`src/rtl/multilane_ddr_serialiser.sv`:
```
// N-lane word serialiser: W_OUT bits per lane per clock, LSB first, from a shallow shared word FIFO.
// Idle-word substitution on underrun, per-lane polarity swap, registered true/complement outputs.
module multilane_ddr_serialiser #(
    parameter int unsigned N_LANES = 3,
    parameter int unsigned W_WORD  = 10,
    parameter int unsigned W_OUT   = 2,
    parameter int unsigned DEPTH   = 2
) (
    input  logic                      clk,
    input  logic                      rst_n,
    input  logic                      en,
    input  logic [N_LANES*W_WORD-1:0] in_data,
    input  logic                      in_valid,
    output logic                      in_ready,
    input  logic [N_LANES*W_WORD-1:0] idle_word,
    input  logic [N_LANES-1:0]        invert,
    output logic [N_LANES*W_OUT-1:0]  out_p,
    output logic [N_LANES*W_OUT-1:0]  out_n,
    output logic                      underflow
);
    localparam int unsigned BEATS = W_WORD / W_OUT;
    localparam int unsigned W_BUS = N_LANES * W_WORD;
    localparam int unsigned W_OB  = N_LANES * W_OUT;
    localparam int unsigned PW    = $clog2(BEATS);
    localparam int unsigned AW    = (DEPTH > 1) ? $clog2(DEPTH) : 1;
    localparam int unsigned CW    = $clog2(DEPTH + 1);
    localparam logic [PW-1:0] LAST_PH = PW'(BEATS - 1);
    localparam logic [AW-1:0] LAST_AD = AW'(DEPTH - 1);
    localparam logic [CW-1:0] FULL    = CW'(DEPTH);

    logic [W_BUS-1:0] mem_q [DEPTH];
    logic [AW-1:0]    wr_ptr_q, wr_ptr_d, rd_ptr_q, rd_ptr_d;
    logic [CW-1:0]    count_q, count_d;
    logic [PW-1:0]    phase_q, phase_d;
    logic [W_BUS-1:0] shift_q, shift_d;
    logic [W_OB-1:0]  out_p_q, out_p_d, out_n_q, out_n_d;
    logic             udf_pend_q, udf_pend_d;
    logic             underflow_q, underflow_d;
    logic             push, pop, load, empty;

    assign in_ready = (count_q != FULL);
    assign push     = in_valid && in_ready;
    assign load     = en && (phase_q == '0);
    assign empty    = (count_q == '0);
    assign pop      = load && !empty;

    assign out_p     = out_p_q;
    assign out_n     = out_n_q;
    assign underflow = underflow_q;

    always_comb begin
        wr_ptr_d = wr_ptr_q;
        rd_ptr_d = rd_ptr_q;
        count_d  = count_q;
        if (push) begin
            wr_ptr_d = (wr_ptr_q == LAST_AD) ? '0 : wr_ptr_q + AW'(1);
        end
        if (pop) begin
            rd_ptr_d = (rd_ptr_q == LAST_AD) ? '0 : rd_ptr_q + AW'(1);
        end
        if (push && !pop) begin
            count_d = count_q + CW'(1);
        end else if (pop && !push) begin
            count_d = count_q - CW'(1);
        end
    end

    // Underrun flag is delayed one extra cycle so it lines up with beat 0 of the idle word.
    always_comb begin
        phase_d     = '0;
        shift_d     = '0;
        out_p_d     = '0;
        out_n_d     = '0;
        udf_pend_d  = 1'b0;
        underflow_d = 1'b0;
        if (en) begin
            phase_d     = (phase_q == LAST_PH) ? '0 : phase_q + PW'(1);
            udf_pend_d  = load && empty;
            underflow_d = udf_pend_q;
            if (load) begin
                shift_d = empty ? idle_word : mem_q[rd_ptr_q];
            end else begin
                for (int unsigned l = 0; l < N_LANES; l++) begin
                    shift_d[l*W_WORD +: W_WORD] = shift_q[l*W_WORD +: W_WORD] >> W_OUT;
                end
            end
            for (int unsigned l = 0; l < N_LANES; l++) begin
                out_p_d[l*W_OUT +: W_OUT] = shift_q[l*W_WORD +: W_OUT] ^ {W_OUT{invert[l]}};
                out_n_d[l*W_OUT +: W_OUT] = ~(shift_q[l*W_WORD +: W_OUT] ^ {W_OUT{invert[l]}});
            end
        end
    end

    always_ff @(posedge clk) begin
        if (push) begin
            mem_q[wr_ptr_q] <= in_data;
        end
    end

    always_ff @(posedge clk or negedge rst_n) begin
        if (!rst_n) begin
            wr_ptr_q    <= '0;
            rd_ptr_q    <= '0;
            count_q     <= '0;
            phase_q     <= '0;
            shift_q     <= '0;
            out_p_q     <= '0;
            out_n_q     <= '0;
            udf_pend_q  <= 1'b0;
            underflow_q <= 1'b0;
        end else begin
            wr_ptr_q    <= wr_ptr_d;
            rd_ptr_q    <= rd_ptr_d;
            count_q     <= count_d;
            phase_q     <= phase_d;
            shift_q     <= shift_d;
            out_p_q     <= out_p_d;
            out_n_q     <= out_n_d;
            udf_pend_q  <= udf_pend_d;
            underflow_q <= underflow_d;
        end
    end

endmodule

```
`config.mk`:
```
export PLATFORM = sky130hd
export DESIGN_NAME = multilane_ddr_serialiser
export DESIGN_NICKNAME = d
export VERILOG_FILES = /design/src/rtl/multilane_ddr_serialiser.sv
export SDC_FILE = /design/constraint.sdc
export NUM_CORES = 1
export LEC_CHECK = 0
export ABC_AREA = 1
export CORE_MARGIN = 2
export CORE_UTILIZATION = 40
export CTS_CLUSTER_DIAMETER = 200
export DETAILED_ROUTE_END_ITERATION = 8
export SKIP_CTS_REPAIR_TIMING = 1
export SYNTH_ARGS = -nofsm -noshare
export SYNTH_HDL_FRONTEND = slang
export SYNTH_SLANG_ARGS = --single-unit
```
`constraint.sdc`:
```
create_clock -name clk -period 6.7 [get_ports clk]
set_input_delay 1.005 -clock clk [delete_from_list [all_inputs] [get_ports clk]]
set_output_delay 1.005 -clock clk [all_outputs]
set_load 0.02 [all_outputs]
```
==> results of run 1 <==
## final cells by class
cell class | count | area [µm²] | share of cell area, %
clock buffers | 10 | 229 | 3.98
clock inverters | 6 | 85.1 | 1.48
inverters | 41 | 154 | 2.68
multi-input cells | 258 | 1220 | 21.2
flip-flops and latches | 111 | 3080 | 53.5
well taps | 140 | 175 | 3.05
repair buffers | 82 | 811 | 14.1
## layer usage
layer  up-vias  GRT usage, %
li1       1532             -
met1      1432          19.2
met2        67          26.4
met3         9          2.85
met4         0          5.00
met5         -             0
## synthesized netlist by cell type (2+ instances only)
master    number  area, µm²
mux2i_1        5       50.1
inv_2          3       11.3
buf_4          4       30.0
xnor2_1        9       78.8
edfxtp_1      60       1800
nand3_1       72        360
nand2_1      137        514
nor2_4         2       22.5
ha_1           3       37.5
o21ai_1        6       30.0
inv_1         38        143
nor2_1        20       75.1
buf_2         15       75.1
dfrtp_1       51       1280
## worst max-delay path, delay by kind of cell
| kind | cells | cell delay (ns) |
|---|---|---|
| simple gates | 5 | 1.37 |
| buf+inv | 2 | 0.77 |
| fa+ha+maj | 1 | 0.40 |
| xor+xnor | 1 | 0.12 |
## flip-flops by register name, summed over array words and instances (netlist names)
name        count
shift_q        30
out_n           6
wr_ptr_q        1
mem_q          60
out_p           6
count_q         2
rd_ptr_q        1
phase_q         3
udf_pend_q      1
underflow       1
## logic make-up after synthesis
family          synth area share [%]
fa+ha+maj                      0.826
buf+inv                         5.78
mux                             1.10
xor+xnor                        1.93
compound gates                 0.826
flops                           67.7
simple gates                    21.8
## path summary, 6_finish.rpt
path	startpoint	to	slack, ns	cells past startpoint
max	en	count_q[1]	3.20	9
min in group asynchronous	rst_n	out_n[3]	0.87	1
max in group asynchronous	rst_n	count_q[1]	5.12	1
min	udf_pend_q	underflow	0.46	2
min reg2reg	udf_pend_q	underflow	0.46	2
max reg2reg	phase_q[0]	count_q[1]	4.03	9
## power groups by stage
stage          registers (mW)  clock network [mW]  logic, mW
6_report                0.932               0.560      0.560
5_1_grt                 0.946               0.600      0.631
4_1_cts                 0.933               0.570      0.572
3_5_place_dp            0.947                   0      0.567
3_3_place_gp            0.943                   0      0.559
2_1_floorplan           0.954                   0      0.374
==> key figures, run 1 <==
Status
  – Outcome: complete, no violations

Drt
  – Highest Signal Layer: met4
  – Wl on met1: 3.98 mm
  – WL met2: 4.59 mm
  – DRT iter0 DRCs: 126
  – Total number of vias: 3040
  – Mean routed wirelength per cell: 14.0 µm
  – Met3 WL post-DR: 371 µm
  – DRC Markers: 0
  – DRT Pass-1 Iters: 4
  – DRT antenna net count: 0
  – Vias per cell: 4.69
  – Drt total wl: 9.06 mm

Setup path
  – CP max FO: 50
  – Critical Path RT: 6.92 ns
  – Crit Path Class: in -> reg
  – Crit. End Element: register
  – WP data arrival: 3.71 ns
  – Max stage delay on crit path: 0.76 ns
  – CP Cell Sequence: clkdlybuf4s50_1 -> buf_4 -> nand2_1 -> nor2_4 -> nand2_2 -> ha_1 -> nor2_1 -> nand2_1 -> xnor2_1
  – Slowest CP cell: nor2_4
  – Cell mode on critical path: nand2_1
  – Startpoint Class: primary input

Cells and area
  – Ratio of cells with drive above 1 in the final layout: 5.12%
  – Commonest cells after routing, fill and taps aside: nand2_1, clkdlybuf4s50_1, nand3_1
  – Non-Filler Instances: 648
  – Fillcell total: 972
  – Post-route cell area: 5750 µm²
  – Area Overhead vs Synth: 26.5%
  – Finished Core Util: 52.3%
  – Post-layout nets: 573
  – Diode count: 0
  – Most common cell after layout, fill and taps aside: nand2_1

Clock network
  – Sink Count: 111
  – Max Buffers Root-to-Sink: 2
  – Root Driver: clkbuf_16
  – Worst-path clk slew: 0.07 ns
  – CTS Buf Count: 9
  – CTS tree: yes
  – Worst-skew pair later-pin latency: 0.34 ns
  – Total number of H-tree levels: 3

Place
  – PortBufs: 80
  – Setup WS pre-CTS: 2.88 ns
  – Post-DP HPWL: 5.82 mm
  – Placed cell areas: 5440 µm²
  – GP Congestion: 0.719
  – Dpl cells: 632

Power and ir drop
  – Peak supply drop: 214 µV
  – Combinational cell fraction of total power: 27.3%
  – Leakage dissipation: 2.61 nW
  – Power, Total: 2.05 mW
  – Switching share of power: 31.6%
  – Internal: 1.40 mW
  – Seq pwr share: 45.4%
  – Clock share of power: 27.3%
  – Switch Pwr: 0.648 mW
  – Power Dens Cells: 357 nW/µm²

Timing
  – Total negative slack: 0 ns
  – Clock skew: 0.00780 ns
  – Tightest Pin Transition: 1.13 ns
  – WHS: 0.456 ns
  – Final max-slew violation count: 0
  – Tcrit/Tclk final: 52.2%
  – Relative slew slack: 24.7%
  – Final Critical Period: 3.50 ns
  – Final Hold Viols: 0
  – RSZ-0062 raised after global routing: no
  – Fmax: 286 MHz
  – Setup violations, final: 0
  – Final WS setup: 3.20 ns

Die
  – Initial Utilization: 41.4%
  – Num rows: 38
  – Core area: 11000 µm²
  – Die height: 111 µm
  – IO Pins: 81
  – Die area: 12200 µm²
  – Die Wd: 111 µm

Yosys
  – Share of synthesized flip-flops with an asynchronous set or reset: 45.9%
  – Post-synthesis cell type count: 19
  – EDFF count, synth: 60
  – Sequential area share after synthesis: 67.7%
  – Yosys warns: 0
  – Post-Syn Instances: 430
  – Syn_nets: 500
  – Post-synthesis register bit count: 111
  – Syn avg cell area: 10.6 µm²
  – Top FF cell, synth: edfxtp_1
  – Mapped Area: 4540 µm²

Global route
  – GRT Total Usage: 15.2%
  – First-pass GRT wire length: 14.8 mm
  – Gr ovfl total: 0
  – Vias in the first global route: 3069
  – Largest net degree at the start of global routing: 52
  – Initial antenna violation count: 0

Job
  – Max-cap violations: 0

Worst hold path
  – Hold Path Class: reg -> reg
Power figures use the tool's default switching activity.
==> inputs of run 2 (changes only) <==
PLACE_DENSITY = 0.66   (was default)
clock period = 2.95 ns   (was 6.7 ns; I/O delays follow)
==> run 2 against run 1 <==
Net effect: setup slack got worse by 2.3 ns; global-route usage up 0.80 points; clock skew increased by 0.0012 ns; die area unchanged; power grew 130%; wire length up 0.87%; worst hold slack got worse by 0.29 ns; final area rose by 0.76%; combinational power grew 130%; critical endpoint is now in_ready; largest cell class unchanged; highest routed layer unchanged.
==> key figures, run 2 (synthesized netlist as in run 1, its figures left out) <==
Status
  – Outcome: complete, no violations (unchanged)

Cells and area
  – Top reg by flops: mem_q (unchanged)
  – Area of the multi-input gates: 1220 µm² (unchanged)
  – Diode count: 0 (unchanged)
  – Finished Core Util: 52.7% (was 52.3%)
  – Fillcell total: 950 (was 972)
  – Ratio of cells with drive above 1 in the final layout: 6.24% (was 5.12%)
  – Post-route cell area: 5790 µm² (was 5750 µm²)
  – Biggest registers after layout: mem_q (60), shift_q (30) (unchanged)
  – Area Overhead vs Synth: 27.5% (was 26.5%)
  – Commonest cells after routing, fill and taps aside: nand2_1, clkdlybuf4s50_1, nand3_1 (unchanged)
  – Post-layout nets: 578 (was 573)
  – Most common cell after layout, fill and taps aside: nand2_1 (unchanged)
  – Reg area: 3080 µm² (unchanged)
  – Largest register FFs: 60 (unchanged)

Setup path
  – Crit path from: count_q[0] (was en)
  – Critical Path RT: 2.51 ns (was 6.92 ns)
  – CP max FO: 3 (was 50)
  – Worst r2r src: count_q[0] (was phase_q[0])
  – Crit. End Element: output pin (was register)
  – Crit Path Class: reg -> out (was in -> reg)
  – FF-to-FF End: mem_q[0][9] (was count_q[1])
  – R2R depth: 5 (was 9)
  – Reg-to-reg slack, setup: 0.99 ns (was 4.03 ns)
  – Worst setup path end: in_ready (was count_q[1])
  – WP data arrival: 1.56 ns (was 3.71 ns)
  – Startpoint Class: register (was primary input)

Drt
  – DRT iter0 DRCs: 216 (was 126)
  – Vias per cell: 4.72 (was 4.69)
  – DRC Markers: 0 (unchanged)
  – Drt total wl: 9.14 mm (was 9.06 mm)
  – DRT Pass-1 Iters: 4 (unchanged)
  – DRT antenna net count: 0 (unchanged)
  – Mean routed wirelength per cell: 14.0 µm (about the same)
  – Total number of vias: 3083 (was 3040)

Power and ir drop
  – Leakage dissipation: 2.64 nW (was 2.61 nW)
  – Switching share of power: 31.6% (about the same)
  – Internal: 3.21 mW (was 1.40 mW)
  – Power Dens Cells: 811 nW/µm² (was 357 nW/µm²)
  – Clock share of power: 27.4% (was 27.3%)
  – Switch Pwr: 1.48 mW (was 0.648 mW)
  – Peak supply drop: 450 µV (was 214 µV)
  – Seq pwr share: 45.1% (was 45.4%)
  – Combinational cell fraction of total power: 27.6% (was 27.3%)
  – Power, Total: 4.70 mW (was 2.05 mW)

Global route
  – Met2 Use GR: 26.3% (was 26.4%)
  – GRT Max-Usage Layer: met2 (unchanged)
  – Initial antenna violation count: 0 (unchanged)
  – Largest net degree at the start of global routing: 50 (was 52)
  – First-pass GRT wire length: 15.4 mm (was 14.8 mm)
  – Gr ovfl total: 0 (unchanged)
  – GR met1 Demand/Resource: 21.0% (was 19.2%)
  – Vias in the first global route: 3143 (was 3069)
  – Met3 usage: 3.73% (was 2.85%)
  – GRT Total Usage: 16.0% (was 15.2%)

Timing
  – Relative slew slack: 49.1% (was 24.7%)
  – Final max-slew violation count: 0 (unchanged)
  – Final Hold Viols: 0 (unchanged)
  – Total negative slack: 0 ns (unchanged)
  – Tightest Pin Transition: 0.763 ns (was 1.13 ns)
  – RSZ-0062 raised after global routing: no (unchanged)
  – Fmax: 499 MHz
  – Setup violations, final: 0 (unchanged)
  – Clock skew: 0.00902 ns (was 0.00780 ns)
  – Final Critical Period: 2.00 ns
  – Tcrit/Tclk final: 67.9%
  – WHS: 0.165 ns (was 0.456 ns)

Place
  – GP Congestion: 0.716 (was 0.719)
  – Post-DP HPWL: 6.09 mm (was 5.82 mm)
  – Placed cell areas: 5470 µm² (was 5440 µm²)
  – PortBufs: 80 (unchanged)

Die
  – IO Pins: 81 (unchanged)
  – Die height: 111 µm (unchanged)
  – Die area: 12200 µm² (unchanged)
  – Die Wd: 111 µm (unchanged)
  – Core area: 11000 µm² (unchanged)
  – Num rows: 38 (unchanged)
  – Initial Utilization: 41.4% (unchanged)

Worst hold path
  – Hold Path Class: in -> async (was reg -> reg)

Clock network
  – Root Driver: clkbuf_16 (unchanged)
  – Worst-path clk slew: 0.07 ns (about the same)
  – CTS tree: yes (unchanged)
  – Sink Count: 111 (unchanged)
  – Worst-skew pair later-pin latency: 0.35 ns (was 0.34 ns)
  – Max Buffers Root-to-Sink: 2 (unchanged)
  – Total number of H-tree levels: 3 (unchanged)
  – CTS Buf Count: 9 (unchanged)

Job
  – Max-cap violations: 0 (unchanged)
## run 2: area by class of cell
cell class / instances / area share (%)
clock buffers: 9 / 3.89
clock inverters: 7 / 1.64
inverters: 41 / 2.66
multi-input cells: 258 / 21.0
flip-flops and latches: 111 / 53.1
well taps: 140 / 3.02
repair buffers: 87 / 14.6
## run 2: through the flow
step,setup slack [ns],instances
floorplan,0.443,430
global placement,0.711,637
detailed placement,0.682,637
CTS,0.936,653
global route,0.848,653
finish,0.947,653
## run 2: worst min-delay path by stage
stage / depth (start not counted) / to / startpoint
2_1_floorplan: 0 / count_q[0] / rst_n
5_1_grt: 1 / out_n[3] / rst_n
3_3_place_gp: 1 / phase_q[0] / phase_q[0]
4_1_cts: 1 / out_n[2] / rst_n
3_5_place_dp: 2 / underflow / udf_pend_q
6_report: 1 / out_n[2] / rst_n
## run 2: critical path, cell delays in order (launching register included)
cell             delay [ns]
dfrtp_1                0.43
inv_1                  0.10
nand2_1                0.08
clkdlybuf4s50_1        0.60
## run 2: routing by layer
| metal | share of wire [%] | wire length [µm] |
|---|---|---|
| met1 | 44 | 4000 |
| met2 | 50 | 4540 |
| met3 | 4.9 | 449 |
| met4 | 1.6 | 148 |
| met5 | 0 | 0 |
## run 2: power by group through the flow
stage               logic (mW)  clock network, mW  registers, mW
finish                    1.29               1.29           2.12
global route              1.47               1.38           2.15
CTS                       1.31               1.30           2.12
detailed placement        1.30                  0           2.15
global placement          1.28                  0           2.14
floorplan                0.850                  0           2.17
==> inputs of run 3 (changes only) <==
PLACE_DENSITY = default   (was 0.66)
clock period = 2.07 ns   (was 2.95 ns; I/O delays follow)
==> run 3 against run 2 <==
Net effect: power rose by 43%; wire length up 3.0%; worst hold slack gained 0.28 ns; via count up 0.29%; non-clock buffer count increased by 9; final area up 1.3%; count of clock-buffer cells in the layout unchanged.
==> key figures, run 3 (synthesized netlist as in run 1, its figures left out) <==
Clock network
  – Worst-skew pair later-pin latency: 0.34 ns (was 0.35 ns)
  – Max Buffers Root-to-Sink: 2 (unchanged)
  – CTS tree: yes (unchanged)
  – Root Driver: clkbuf_16 (unchanged)
  – CTS Buf Count: 9 (unchanged)
  – Total number of H-tree levels: 3 (unchanged)
  – Sink Count: 111 (unchanged)
  – Worst-path clk slew: 0.07 ns (about the same)

Drt
  – DRT Pass-1 Iters: 4 (unchanged)
  – Mean routed wirelength per cell: 14.2 µm (was 14.0 µm)
  – Drt total wl: 9.41 mm (was 9.14 mm)
  – Total number of vias: 3092 (was 3083)
  – DRC Markers: 0 (unchanged)
  – DRT antenna net count: 0 (unchanged)
  – Vias per cell: 4.67 (was 4.72)
  – DRT iter0 DRCs: 150 (was 216)

Die
  – Core area: 11000 µm² (unchanged)
  – Initial Utilization: 41.4% (unchanged)
  – IO Pins: 81 (unchanged)
  – Die area: 12200 µm² (unchanged)
  – Num rows: 38 (unchanged)
  – Die Wd: 111 µm (unchanged)
  – Die height: 111 µm (unchanged)

Cells and area
  – Non-Filler Instances: 662 (was 653)
  – Most common cell after layout, fill and taps aside: nand2_1 (unchanged)
  – Biggest registers after layout: mem_q (60), shift_q (30) (unchanged)
  – Post-route cell area: 5870 µm² (was 5790 µm²)
  – Top reg by flops: mem_q (unchanged)
  – Finished Core Util: 53.4% (was 52.7%)
  – Commonest cells after routing, fill and taps aside: nand2_1, clkdlybuf4s50_1, nand3_1 (unchanged)
  – Diode count: 0 (unchanged)
  – Largest register FFs: 60 (unchanged)
  – Area Overhead vs Synth: 29.2% (was 27.5%)
  – Ratio of cells with drive above 1 in the final layout: 7.85% (was 6.24%)
  – Fillcell total: 974 (was 950)
  – Post-layout nets: 587 (was 578)

Place
  – Placed cell areas: 5550 µm² (was 5470 µm²)
  – Dpl cells: 645 (was 637)
  – Post-DP HPWL: 6.32 mm (was 6.09 mm)
  – GP Congestion: 0.741 (was 0.716)
  – PortBufs: 80 (unchanged)

Setup path
  – Startpoint Class: register (unchanged)
  – Crit Path Class: reg -> out (unchanged)
  – WP data arrival: 1.64 ns (was 1.56 ns)
  – CP max FO: 3 (unchanged)
  – Crit. End Element: output pin (unchanged)
  – Critical Path RT: 1.76 ns (was 2.51 ns)

Timing
  – Tightest Pin Transition: 0.511 ns (was 0.763 ns)
  – RSZ-0062 raised after global routing: no (unchanged)
  – Final Critical Period: 1.95 ns
  – Final max-slew violation count: 0 (unchanged)
  – Setup violations, final: 0 (unchanged)
  – Final Hold Viols: 0 (unchanged)
  – Total negative slack: 0 ns (unchanged)
  – Tcrit/Tclk final: 94.4%
  – Clock skew: 0.00682 ns (was 0.00902 ns)
  – WHS: 0.441 ns (was 0.165 ns)
  – Relative slew slack: 65.9% (was 49.1%)
  – Fmax: 512 MHz

Power and ir drop
  – Leakage dissipation: 2.67 nW (was 2.64 nW)
  – Peak supply drop: 600 µV (was 450 µV)
  – Combinational cell fraction of total power: 29.0% (was 27.6%)
  – Power Dens Cells: 1140 nW/µm² (was 811 nW/µm²)
  – Switch Pwr: 2.18 mW (was 1.48 mW)
  – Clock share of power: 26.1% (was 27.4%)
  – Switching share of power: 32.5% (was 31.6%)
  – Internal: 4.53 mW (was 3.21 mW)
  – Seq pwr share: 44.9% (was 45.1%)

Job
  – Max-cap violations: 0 (unchanged)

Worst hold path
  – Hold Path Class: in -> async (unchanged)

Global route
  – Initial antenna violation count: 0 (unchanged)
  – Largest net degree at the start of global routing: 31 (was 50)
  – Vias in the first global route: 3170 (was 3143)
  – GRT Total Usage: 16.3% (was 16.0%)
  – Gr ovfl total: 0 (unchanged)
  – First-pass GRT wire length: 15.8 mm (was 15.4 mm)

Status
  – Outcome: complete, no violations (unchanged)
## run 3: changes by cell type in the layout (fill, tap and decap cells not counted), sizes merged
| cell | delta |
|---|---|
| buf | +8 |
| dlygate4sd3 | +1 |
| clkinv | -1 |
| bufinv | -1 |
| clkinvlp | +2 |
## run 3: through the flow
stage / total power, mW / setup slack (ns)
detailed placement: 5.02 / 0.225
floorplan: 4.30 / 0.0448
global placement: 4.98 / 0.241
CTS: 6.78 / 0.109
global route: 7.14 / 0.0476
finish: 6.71 / 0.116
## run 3: layout make-up
type / instances / area (µm²) / area share, %
Timing Repair Buffer: 96 / 943 / 16.1
Tap cell: 140 / 175 / 2.99
Sequential cell: 111 / 3080 / 52.5
Clock inverter: 7 / 80.1 / 1.36
Multi-Input combinational cell: 258 / 1210 / 20.7
Inverter: 41 / 154 / 2.62
Clock buffer: 9 / 225 / 3.84
## run 3: metal layers
layer  wire length [µm]  vias up  global-route usage [%]
li1                   -     1562                       -
met1               4290     1457                    21.6
met2               4700       67                    27.6
met3                333        6                    3.18
met4                 90        0                    4.50
met5                  0        -                       0
## run 3: power groups by stage
stage	Sequential, mW	Clock, mW	Combinational, mW
detailed placement	3.06	0	1.96
global route	3.06	1.89	2.19
finish	3.01	1.75	1.94
floorplan	3.08	0	1.22
CTS	3.02	1.79	1.98
global placement	3.04	0	1.94
## run 3: worst max-delay path, cell delays in order, from the launching register on
cell and delay, ns:
dfrtp_1 0.44, inv_1 0.10, nand2_1 0.13, clkdlybuf4s50_1 0.63
## run 3: final timing paths
path / start / end / slack (ns) / cells past startpoint
setup / recovery: count_q[0] / in_ready / 0.12 / 3
hold / removal: rst_n / out_p[2] / 0.44 / 2
setup reg to reg: count_q[0] / count_q[1] / 0.35 / 8
hold reg to reg: udf_pend_q / underflow / 0.44 / 2
max in group asynchronous: rst_n / shift_q[7] / 1.01 / 3
min in group clk: udf_pend_q / underflow / 0.44 / 2
